--- config.mk ---
export PLATFORM = sky130hd
export DESIGN_NAME = sample_sequencer_flat
export DESIGN_NICKNAME = d
export VERILOG_FILES = /design/src/rtl/seq_pkg.sv /design/src/rtl/sample_sequencer_if.sv /design/src/rtl/sample_tick_gen.sv /design/src/rtl/sample_sequencer.sv /design/src/flat_wrapper.sv
export SDC_FILE = /design/constraint.sdc
export NUM_CORES = 1
export LEC_CHECK = 0
export CAP_MARGIN = 30
export CORE_UTILIZATION = 51
export CTS_CLUSTER_DIAMETER = 100
export DETAILED_ROUTE_END_ITERATION = 16
export PLACE_DENSITY = 0.87
export SETUP_SLACK_MARGIN = 0.1
export SLEW_MARGIN = 25
export SYNTH_ARGS = -nofsm -noshare
export SYNTH_HDL_FRONTEND = slang
export SYNTH_SLANG_ARGS = --single-unit
--- constraint.sdc ---
create_clock -name sysclk -period 2.1 [get_ports sysclk]
set_input_delay 0.42 -clock sysclk [delete_from_list [all_inputs] [get_ports sysclk]]
set_output_delay 0.42 -clock sysclk [all_outputs]
set_load 0.02 [all_outputs]
--- src/rtl/seq_pkg.sv ---
// Shared definitions for the sample sequencer: FSM state encoding, sample
// width, mid-scale reset value and a counter-width helper.
package seq_pkg;

  localparam int SAMPLE_W = 10;
  localparam logic [SAMPLE_W-1:0] MIDSCALE = 10'd512;

  typedef enum logic [2:0] {
    ST_IDLE     = 3'd0,
    ST_ADC_REQ  = 3'd1,
    ST_ADC_WAIT = 3'd2,
    ST_PROC     = 3'd3,
    ST_DAC_WAIT = 3'd4,
    ST_DAC_LOAD = 3'd5
  } seq_state_e;

  // Bits needed to hold values 0..max_val, never less than one bit.
  function automatic int cnt_width(input int max_val);
    if (max_val < 2) begin
      return 1;
    end else begin
      return $clog2(max_val + 1);
    end
  endfunction

endpackage

--- src/rtl/sample_sequencer_if.sv ---
// Bundle of the sequencer's control, ADC, processor and DAC-side signals.
// The master modport is the sequencer; the slave modport is its environment.
interface sample_sequencer_if;
  import seq_pkg::*;

  logic                enable;
  logic                adc_start;
  logic                adc_done;
  logic [SAMPLE_W-1:0] adc_data;
  logic [SAMPLE_W-1:0] data_in_q;
  logic                data_valid;
  logic                dac_busy;
  logic                dac_load;
  logic                overrun;
  logic                adc_err;
  logic                flag_clr;
  logic [2:0]          state_dbg;

  modport master (
    input  enable, adc_done, adc_data, dac_busy, flag_clr,
    output adc_start, data_in_q, data_valid, dac_load, overrun, adc_err, state_dbg
  );

  modport slave (
    output enable, adc_done, adc_data, dac_busy, flag_clr,
    input  adc_start, data_in_q, data_valid, dac_load, overrun, adc_err, state_dbg
  );

endinterface

--- src/rtl/sample_tick_gen.sv ---
// Sample-rate divider: one-cycle tick every CLK_DIV sysclk cycles while
// enabled; the count is held at zero while disabled.
module sample_tick_gen #(
  parameter int CLK_DIV = 1000
) (
  input  logic sysclk,
  input  logic rst_n,
  input  logic enable,
  output logic tick
);

  localparam int CW = $clog2(CLK_DIV);
  localparam logic [CW-1:0] LAST = CW'(CLK_DIV - 1);

  logic [CW-1:0] cnt_r;

  // Divider counter, wraps after the terminal count.
  always_ff @(posedge sysclk or negedge rst_n) begin
    if (!rst_n) begin
      cnt_r <= '0;
    end else if (!enable) begin
      cnt_r <= '0;
    end else if (cnt_r == LAST) begin
      cnt_r <= '0;
    end else begin
      cnt_r <= cnt_r + CW'(1);
    end
  end

  assign tick = enable && (cnt_r == LAST);

endmodule

--- src/rtl/sample_sequencer.sv ---
// Per-sample frame controller: tick -> ADC request/capture -> processor
// latency -> DAC load, with sticky overrun and ADC-timeout flags.
module sample_sequencer
  import seq_pkg::*;
#(
  parameter int CLK_DIV     = 1000,
  parameter int PROC_LAT    = 2,
  parameter int ADC_TIMEOUT = 255
) (
  input logic                 sysclk,
  input logic                 rst_n,
  sample_sequencer_if.master  bus
);

  localparam int TW = cnt_width(ADC_TIMEOUT);
  localparam int LW = cnt_width(PROC_LAT);

  logic                tick_s;
  seq_state_e          state_r, state_nxt_s;
  logic [TW-1:0]       tcnt_r, tcnt_nxt_s;
  logic [LW-1:0]       lcnt_r, lcnt_nxt_s;
  logic [SAMPLE_W-1:0] data_r, data_nxt_s;
  logic                start_r, start_nxt_s;
  logic                valid_r, valid_nxt_s;
  logic                load_r, load_nxt_s;
  logic                overrun_r, adc_err_r;
  logic                err_set_s, ovr_set_s;

  sample_tick_gen #(.CLK_DIV(CLK_DIV)) u_tick (
    .sysclk (sysclk),
    .rst_n  (rst_n),
    .enable (bus.enable),
    .tick   (tick_s)
  );

  // Next-state and next-output decode; strobes are computed one state
  // ahead so they appear registered in the state they belong to.
  always_comb begin
    state_nxt_s = state_r;
    tcnt_nxt_s  = tcnt_r;
    lcnt_nxt_s  = lcnt_r;
    data_nxt_s  = data_r;
    start_nxt_s = 1'b0;
    valid_nxt_s = 1'b0;
    load_nxt_s  = 1'b0;
    err_set_s   = 1'b0;
    case (state_r)
      ST_IDLE: begin
        if (tick_s) begin
          state_nxt_s = ST_ADC_REQ;
          start_nxt_s = 1'b1;
        end else begin
          state_nxt_s = ST_IDLE;
        end
      end
      ST_ADC_REQ: begin
        tcnt_nxt_s  = TW'(ADC_TIMEOUT);
        state_nxt_s = ST_ADC_WAIT;
      end
      ST_ADC_WAIT: begin
        if (bus.adc_done) begin
          data_nxt_s  = bus.adc_data;
          valid_nxt_s = 1'b1;
          lcnt_nxt_s  = LW'(PROC_LAT - 1);
          state_nxt_s = ST_PROC;
        end else if (tcnt_r <= TW'(1)) begin
          tcnt_nxt_s  = '0;
          err_set_s   = 1'b1;
          state_nxt_s = ST_IDLE;
        end else begin
          tcnt_nxt_s  = tcnt_r - TW'(1);
        end
      end
      ST_PROC: begin
        if (lcnt_r == '0) begin
          state_nxt_s = ST_DAC_WAIT;
        end else begin
          lcnt_nxt_s  = lcnt_r - LW'(1);
        end
      end
      ST_DAC_WAIT: begin
        if (!bus.dac_busy) begin
          state_nxt_s = ST_DAC_LOAD;
          load_nxt_s  = 1'b1;
        end else begin
          state_nxt_s = ST_DAC_WAIT;
        end
      end
      ST_DAC_LOAD: begin
        state_nxt_s = ST_IDLE;
      end
      default: begin
        state_nxt_s = ST_IDLE;
      end
    endcase
  end

  // A tick outside IDLE (including the cycle the FSM is heading back to
  // IDLE) is dropped and reported.
  assign ovr_set_s = tick_s && (state_r != ST_IDLE);

  // State, counters and registered outputs.
  always_ff @(posedge sysclk or negedge rst_n) begin
    if (!rst_n) begin
      state_r <= ST_IDLE;
      tcnt_r  <= '0;
      lcnt_r  <= '0;
      data_r  <= MIDSCALE;
      start_r <= 1'b0;
      valid_r <= 1'b0;
      load_r  <= 1'b0;
    end else begin
      state_r <= state_nxt_s;
      tcnt_r  <= tcnt_nxt_s;
      lcnt_r  <= lcnt_nxt_s;
      data_r  <= data_nxt_s;
      start_r <= start_nxt_s;
      valid_r <= valid_nxt_s;
      load_r  <= load_nxt_s;
    end
  end

  // Sticky flags; a clear wins over a same-cycle set.
  always_ff @(posedge sysclk or negedge rst_n) begin
    if (!rst_n) begin
      overrun_r <= 1'b0;
      adc_err_r <= 1'b0;
    end else if (bus.flag_clr) begin
      overrun_r <= 1'b0;
      adc_err_r <= 1'b0;
    end else begin
      overrun_r <= overrun_r | ovr_set_s;
      adc_err_r <= adc_err_r | err_set_s;
    end
  end

  assign bus.adc_start  = start_r;
  assign bus.data_in_q  = data_r;
  assign bus.data_valid = valid_r;
  assign bus.dac_load   = load_r;
  assign bus.overrun    = overrun_r;
  assign bus.adc_err    = adc_err_r;
  assign bus.state_dbg  = state_r;

endmodule

--- src/flat_wrapper.sv ---
// flat-port wrapper written by rule: the top's interface ports become plain ports
module sample_sequencer_flat import seq_pkg::*;
#(
  parameter int CLK_DIV     = 1000,
  parameter int PROC_LAT    = 2,
  parameter int ADC_TIMEOUT = 255
)
  (sysclk, rst_n, bus_enable, bus_adc_done, bus_adc_data, bus_dac_busy, bus_flag_clr, bus_adc_start, bus_data_in_q, bus_data_valid, bus_dac_load, bus_overrun, bus_adc_err, bus_state_dbg);
  sample_sequencer_if bus_i ();
  input logic sysclk;
  input logic rst_n;
  input wire logic [$bits(bus_i.enable)-1:0] bus_enable;
  input wire logic [$bits(bus_i.adc_done)-1:0] bus_adc_done;
  input wire logic [$bits(bus_i.adc_data)-1:0] bus_adc_data;
  input wire logic [$bits(bus_i.dac_busy)-1:0] bus_dac_busy;
  input wire logic [$bits(bus_i.flag_clr)-1:0] bus_flag_clr;
  output wire logic [$bits(bus_i.adc_start)-1:0] bus_adc_start;
  output wire logic [$bits(bus_i.data_in_q)-1:0] bus_data_in_q;
  output wire logic [$bits(bus_i.data_valid)-1:0] bus_data_valid;
  output wire logic [$bits(bus_i.dac_load)-1:0] bus_dac_load;
  output wire logic [$bits(bus_i.overrun)-1:0] bus_overrun;
  output wire logic [$bits(bus_i.adc_err)-1:0] bus_adc_err;
  output wire logic [$bits(bus_i.state_dbg)-1:0] bus_state_dbg;
  assign bus_i.enable = bus_enable;
  assign bus_i.adc_done = bus_adc_done;
  assign bus_i.adc_data = bus_adc_data;
  assign bus_i.dac_busy = bus_dac_busy;
  assign bus_i.flag_clr = bus_flag_clr;
  assign bus_adc_start = bus_i.adc_start;
  assign bus_data_in_q = bus_i.data_in_q;
  assign bus_data_valid = bus_i.data_valid;
  assign bus_dac_load = bus_i.dac_load;
  assign bus_overrun = bus_i.overrun;
  assign bus_adc_err = bus_i.adc_err;
  assign bus_state_dbg = bus_i.state_dbg;
  sample_sequencer #(.CLK_DIV(CLK_DIV), .PROC_LAT(PROC_LAT), .ADC_TIMEOUT(ADC_TIMEOUT)) u_core (.sysclk(sysclk), .rst_n(rst_n), .bus(bus_i));
endmodule
== Yosys cells after proc, flatten, opt, wreduce, memory -nomap -nowiden ==
Cells that the tools add are included.

* Flip-flop bits (word level): 38
* Word-level logic and storage cells: 62
* Output and inout bits: 18

* Reductions and logical operators: 11
* Add/subtract/negate cells: 3
* Order comparisons: 1
* Bitwise operators: 2
* Muxes and demuxes: 25
* Equal/unequal tests: 10

{| class="wikitable"
|+ Operators with widths
! kind !! number
|-
| $mux W10 || 2
|-
| $mux W8 || 2
|-
| $pmux W8 S2 || 1
|-
| $pmux W3 S5 || 1
|-
| $mux W1 || 13
|-
| $add A10 B1 Y10 const B || 1
|-
| $eq A10 B10 Y1 const B || 1
|-
| $mux W3 || 3
|-
| $le A8 B1 Y1 const B || 1
|-
| $sub A8 B1 Y8 const B || 1
|-
| $eq A3 B2 Y1 const B || 2
|-
| $ne A2 B2 Y1 const B || 3
|-
| $reduce_and A2 Y1 || 3
|-
| $mux W2 || 2
|-
| $pmux W2 S2 || 1
|-
| $reduce_bool A2 Y1 || 2
|-
| $eq A3 B1 Y1 const B || 1
|-
| $eq A3 B3 Y1 const B || 1
|-
| $logic_not A3 Y1 || 1
|-
| $ne A3 B2 Y1 const B || 1
|-
| $reduce_and A3 Y1 || 1
|-
| $reduce_bool A3 Y1 || 1
|-
| $logic_and A1 B1 Y1 || 2
|-
| $logic_not A2 Y1 || 1
|-
| 3 further kinds || 4
|}

== Depth between registers and ports, before layout ==
* Depth in word-level cells: 6
* Depth in mapped cells: 8
* Depth with buffers taken out: 6

== Modules after synthesis ==
From an unflattened synthesis, not the netlist that was laid out.

* Cell total of the unflattened synthesis: 166
* Area total of the unflattened synthesis: 1803.0 um^2

{| class="wikitable"
|+ Modules (own cells, without submodules)
! module !! times used !! area an instance (um^2) !! seq. area each (um^2) !! cells each
|-
| sample_sequencer || 1 || 1303.8 || 701.9 || 113
|-
| sample_tick_gen || 1 || 499.2 || 250.2 || 53
|}

== Least setup slack after synthesis ==
OpenSTA, ideal clock, no wires.

* Kind: register to register
* From: register u_core.tcnt_r[4]
* To: register u_core.tcnt_r[5]
* Setup time: 0.145 ns
* Setup slack: 0.399 ns
* Stages on the path, launching flop included: 7
* Path buffers: 2
* Arrival time: 1.556 ns
* Cells stage by stage: dfrtp_1 -> or4_1 -> buf_2 -> nor4_4 -> and2_1 -> buf_6 -> a311oi_1

* Longest elaborated chain between the ends: 4

{| class="wikitable"
|+ Ends and longest elaborated chain
! element !! line !! text
|-
| start, declared || sample_sequencer.sv:20 || <nowiki>logic [TW-1:0] tcnt_r, tcnt_nxt_s;</nowiki>
|-
| start signal, assigned || sample_sequencer.sv:114 || <nowiki>tcnt_r <= tcnt_nxt_s;</nowiki>
|-
| $sub A8 B1 Y8 / $le A8 B1 Y1 (equally long branches) || sample_sequencer.sv:71, sample_sequencer.sv:66 ||
|-
| $mux W8 (*) || sample_sequencer.sv:66 || <nowiki>end else if (tcnt_r <= TW'(1)) begin</nowiki>
|-
| $mux W8 (*) || sample_sequencer.sv:61 || <nowiki>if (bus.adc_done) begin</nowiki>
|-
| $pmux W8 S2 (*) || sample_sequencer.sv:47 || <nowiki>case (state_r)</nowiki>
|}

Every way passes the cells marked *; elsewhere a longest branch is shown, timed or not. The select of a mux whose other input is x is not followed.
A chain may end at the register's enable or synchronous reset.

== Worst setup path in the final report ==
* From: register u_core.data_r[9] (netlist: u_core.bus.data_in_q[9])
* To: output bus_data_in_q[9]

{| class="wikitable"
|+ RTL lines
! element !! line !! text
|-
| start, declared || sample_sequencer.sv:22 || <nowiki>logic [SAMPLE_W-1:0] data_r, data_nxt_s;</nowiki>
|-
| start signal, assigned || sample_sequencer.sv:116 || <nowiki>data_r <= data_nxt_s;</nowiki>
|-
| end, declared || flat_wrapper.sv:18 || <nowiki>output wire logic [$bits(bus_i.data_in_q)-1:0] bus_data_in_q;</nowiki>
|}

No word-level cell between the ends.

==> impl_metrics.env <==
export IMPL_layout_nets=218
export IMPL_p_switching_w=0.000977
export IMPL_hold_buffers=0
export IMPL_arrival_ns=1.50
export IMPL_slew_headroom=0.457
export IMPL_p_clk_frac=0.188
export IMPL_totalWireLength_um=3660
export IMPL_ir_drop_v=0.000655
export IMPL_detailedPlacementHpwl_um=2700
export IMPL_synthArstFlopShare=1.00
export IMPL_grt_pass1_wl_um=5600
export IMPL_insertedDiodeCount=0
export IMPL_power_density_mw_per_mm2=1200
export IMPL_postCtsSetupBuffers=0
export IMPL_ant_nets=0
export IMPL_ys_types=40
export IMPL_route_vias_total=1380
export IMPL_synth_edf_count=0
export IMPL_final_util=0.666
export IMPL_cts_buffer_depth=2
export IMPL_grt_pass1_vias=1284
export IMPL_cp_end_kind="output pin"
export IMPL_tritoncts="built"
export IMPL_grt_overflow=0
export IMPL_max_freq_mhz=520
export IMPL_dieArea_mm2=0.00371
export IMPL_drt_iter0_drc=162
export IMPL_hold_path_class="in -> async"
export IMPL_reg2regPathDepth=4
export IMPL_path_delay_family="buffers and inverters"
export IMPL_yosys_warnings=0
export IMPL_syn_area_mm2=0.00177
export IMPL_grt_max_degree=39
export IMPL_start_util=0.530
export IMPL_holdWs_ns=0.146
export IMPL_layout_drive_gt1_share=0.136
export IMPL_die_w_um=60.9
export IMPL_portBuffers=33
export IMPL_path_depth=1
export IMPL_cts_max_level=2
export IMPL_syn_inst=162
export IMPL_worst_pin_slew_ns=0.815
export IMPL_cts_made_buffers=5
export IMPL_path_max_fanout=2
export IMPL_clk_pin_slew_ns=0.12
export IMPL_io_pins=34
export IMPL_path_class="reg -> out"
export IMPL_critPathBufInv=1
export IMPL_grt_antenna_before_repair=0
export IMPL_setup_violations=0
export IMPL_clock_sinks=38
export IMPL_fin_skew_ns=0.00571
export IMPL_place_gp_congestion=0.806
export IMPL_cp_slowest_stage_delay_ns=0.60
export IMPL_cp_start_kind="flip-flop"
export IMPL_fin_setup_tns_ns=0
export IMPL_grt_setup_unrepaired="no"
export IMPL_first_pass_iters=4
export IMPL_vias_per_cell=5.63
export IMPL_intPower_w=0.00170
export IMPL_die_height_um=60.9
export IMPL_fin_crit_ns=1.92
export IMPL_syn_num_nets=182
export IMPL_drc=0
export IMPL_root_buffer="clkbuf_4"
export IMPL_coreArea_mm2=0.00334
export IMPL_wl_per_cell_um=14.9
export IMPL_path_cells="clkdlybuf4s50_1"
export IMPL_area_delta_synth_final_pct=25.7
export IMPL_synth_area_per_cell_um2=10.9
export IMPL_switching_share=0.365
export IMPL_power_frac_seq=0.413
export IMPL_worstPathRequired_ns=1.68
export IMPL_drv_cap=0
export IMPL_grt_total_usage=0.215
export IMPL_crit_slowest_cell="clkdlybuf4s50_1"
export IMPL_finalCritPeriodShare=0.916
export IMPL_yosysSeqAreaShare=0.539
export IMPL_maxSlewViolCount=0
export IMPL_synth_flop_cell="dfrtp_1"
export IMPL_combPwrFrac=0.399
export IMPL_leakage_nw=0.939
export IMPL_status="completed"
export IMPL_hold_viol=0
export IMPL_clk_insertion_delay_late_ns=0.35
export IMPL_nFillCells=262
export IMPL_ys_seq_elements=38
export IMPL_row_count=21
==> cells in the mapped netlist (all sizes together), types with 2 or more instances <==
master | n | share of area
a211oi | 2 | 0.0085
a21oi | 9 | 0.025
a311oi | 5 | 0.025
and2 | 2 | 0.0071
and3 | 4 | 0.014
buf | 3 | 0.012
clkbuf | 4 | 0.0085
dfrtp | 37 | 0.52
ha | 4 | 0.028
inv | 8 | 0.017
mux2 | 10 | 0.064
nand2 | 6 | 0.013
nand2b | 4 | 0.014
nand3 | 3 | 0.0085
nor2 | 21 | 0.045
nor3 | 5 | 0.014
nor4 | 2 | 0.016
nor4b | 3 | 0.018
o21ai | 4 | 0.011
o31ai | 3 | 0.013
xnor2 | 5 | 0.025
xor2 | 3 | 0.015
==> power by group through the flow <==
stage | Clock [W] | Sequential (W) | Combinational [W]
CTS | 0.000517 | 0.00110 | 0.00107
finish | 0.000504 | 0.00111 | 0.00107
global placement | 0 | 0.00110 | 0.00102
floorplan | 0 | 0.00122 | 0.000520
detailed placement | 0 | 0.00112 | 0.00107
global route | 0.000545 | 0.00114 | 0.00116
==> final cells by class <==
class | instances | area (um^2) | share of cell area
clock buffers | 5 | 37.5 | 0.0169
clock inverters | 3 | 45.0 | 0.0203
inverters | 8 | 30.0 | 0.0135
multi-input cells | 109 | 749 | 0.337
flip-flops and latches | 38 | 955 | 0.430
well taps | 46 | 57.6 | 0.0259
repair buffers | 36 | 348 | 0.157
==> kinds of logic after synthesis <==
logic type | after synthesis | synth area share
DFF | 38 | 0.539
adders and majority gates | 4 | 0.0283
and+or+nand+nor | 56 | 0.173
AOI/OAI and AO/OA | 31 | 0.119
muxes | 10 | 0.0637
buffers and inverters | 15 | 0.0375
xor gates and xnor gates | 8 | 0.0396
==> flip-flops by register name, summed over array words and instances, names as in the netlist <==
register	count
u_core.tcnt_r	8
u_core.bus.adc_start	1
u_core.bus.adc_err	1
u_core.lcnt_r	2
u_core.bus.data_valid	1
u_core.bus.state_dbg	3
u_core.bus.data_in_q	10
u_core.bus.dac_load	1
u_core.bus.overrun	1
u_core.u_tick.cnt_r	10
==> stage by stage <==
stage	total power, W	setup slack (ns)	cell area [um^2]	cells
after global placement	0.00212	0.135	2140	237
after floorplan	0.00174	0.399	1770	162
after CTS	0.00269	0.148	2220	245
after global routing	0.00284	0.101	2220	245
after detailed placement	0.00219	0.0222	2140	237
final	0.00268	0.176	2220	245
==> cell usage in the layout, fill, tap and decap left out, types with 2 or more instances in the layout <==
master / n
xnor2_1: 5
dfrtp_2: 2
nand2b_1: 4
xor2_1: 3
ha_1: 4
a211oi_1: 2
clkinvlp_4: 2
and2_1: 2
clkbuf_4: 5
clkdlybuf4s50_1: 32
buf_4: 3
nand3_1: 3
inv_1: 8
a21oi_1: 9
nor2_1: 21
o21ai_0: 4
a311oi_1: 5
mux2_2: 10
nor4b_1: 2
o31ai_1: 3
nand2_1: 6
and3_1: 4
nor3_1: 5
dfrtp_1: 35
==> repair_timing <==
action,in CTS,in global routing
cloned,0,0
resized for setup,1,1
pin swaps,0,0
endpoints found under the hold margin,0,0
setup endpoints to repair,1,1
==> routing by layer <==
metal	global-route usage	vias up	wire length (um)
met5	0	-	0
met4	0.120	0	62
met3	0.0661	5	171
met2	0.356	41	1990
met1	0.247	688	1430
li1	-	646	-
==> path summary, 6_finish.rpt <==
kind,start,to,slack (ns)
max,u_core.bus.data_in_q[9]$_DFFE_PN1P_,bus_data_in_q[9],0.18
max in group asynchronous,rst_n,u_core.tcnt_r[3]$_DFFE_PN0P_,1.40
max reg2reg,u_core.tcnt_r[3]$_DFFE_PN0P_,u_core.tcnt_r[3]$_DFFE_PN0P_,0.19
min in group sysclk,u_core.u_tick.cnt_r[0]$_DFF_PN0_,u_core.u_tick.cnt_r[0]$_DFF_PN0_,0.50
min,rst_n,u_core.tcnt_r[0]$_DFFE_PN0P_,0.15
min reg2reg,u_core.u_tick.cnt_r[0]$_DFF_PN0_,u_core.u_tick.cnt_r[0]$_DFF_PN0_,0.50
Note: power is estimated with default switching activity, not from simulation.
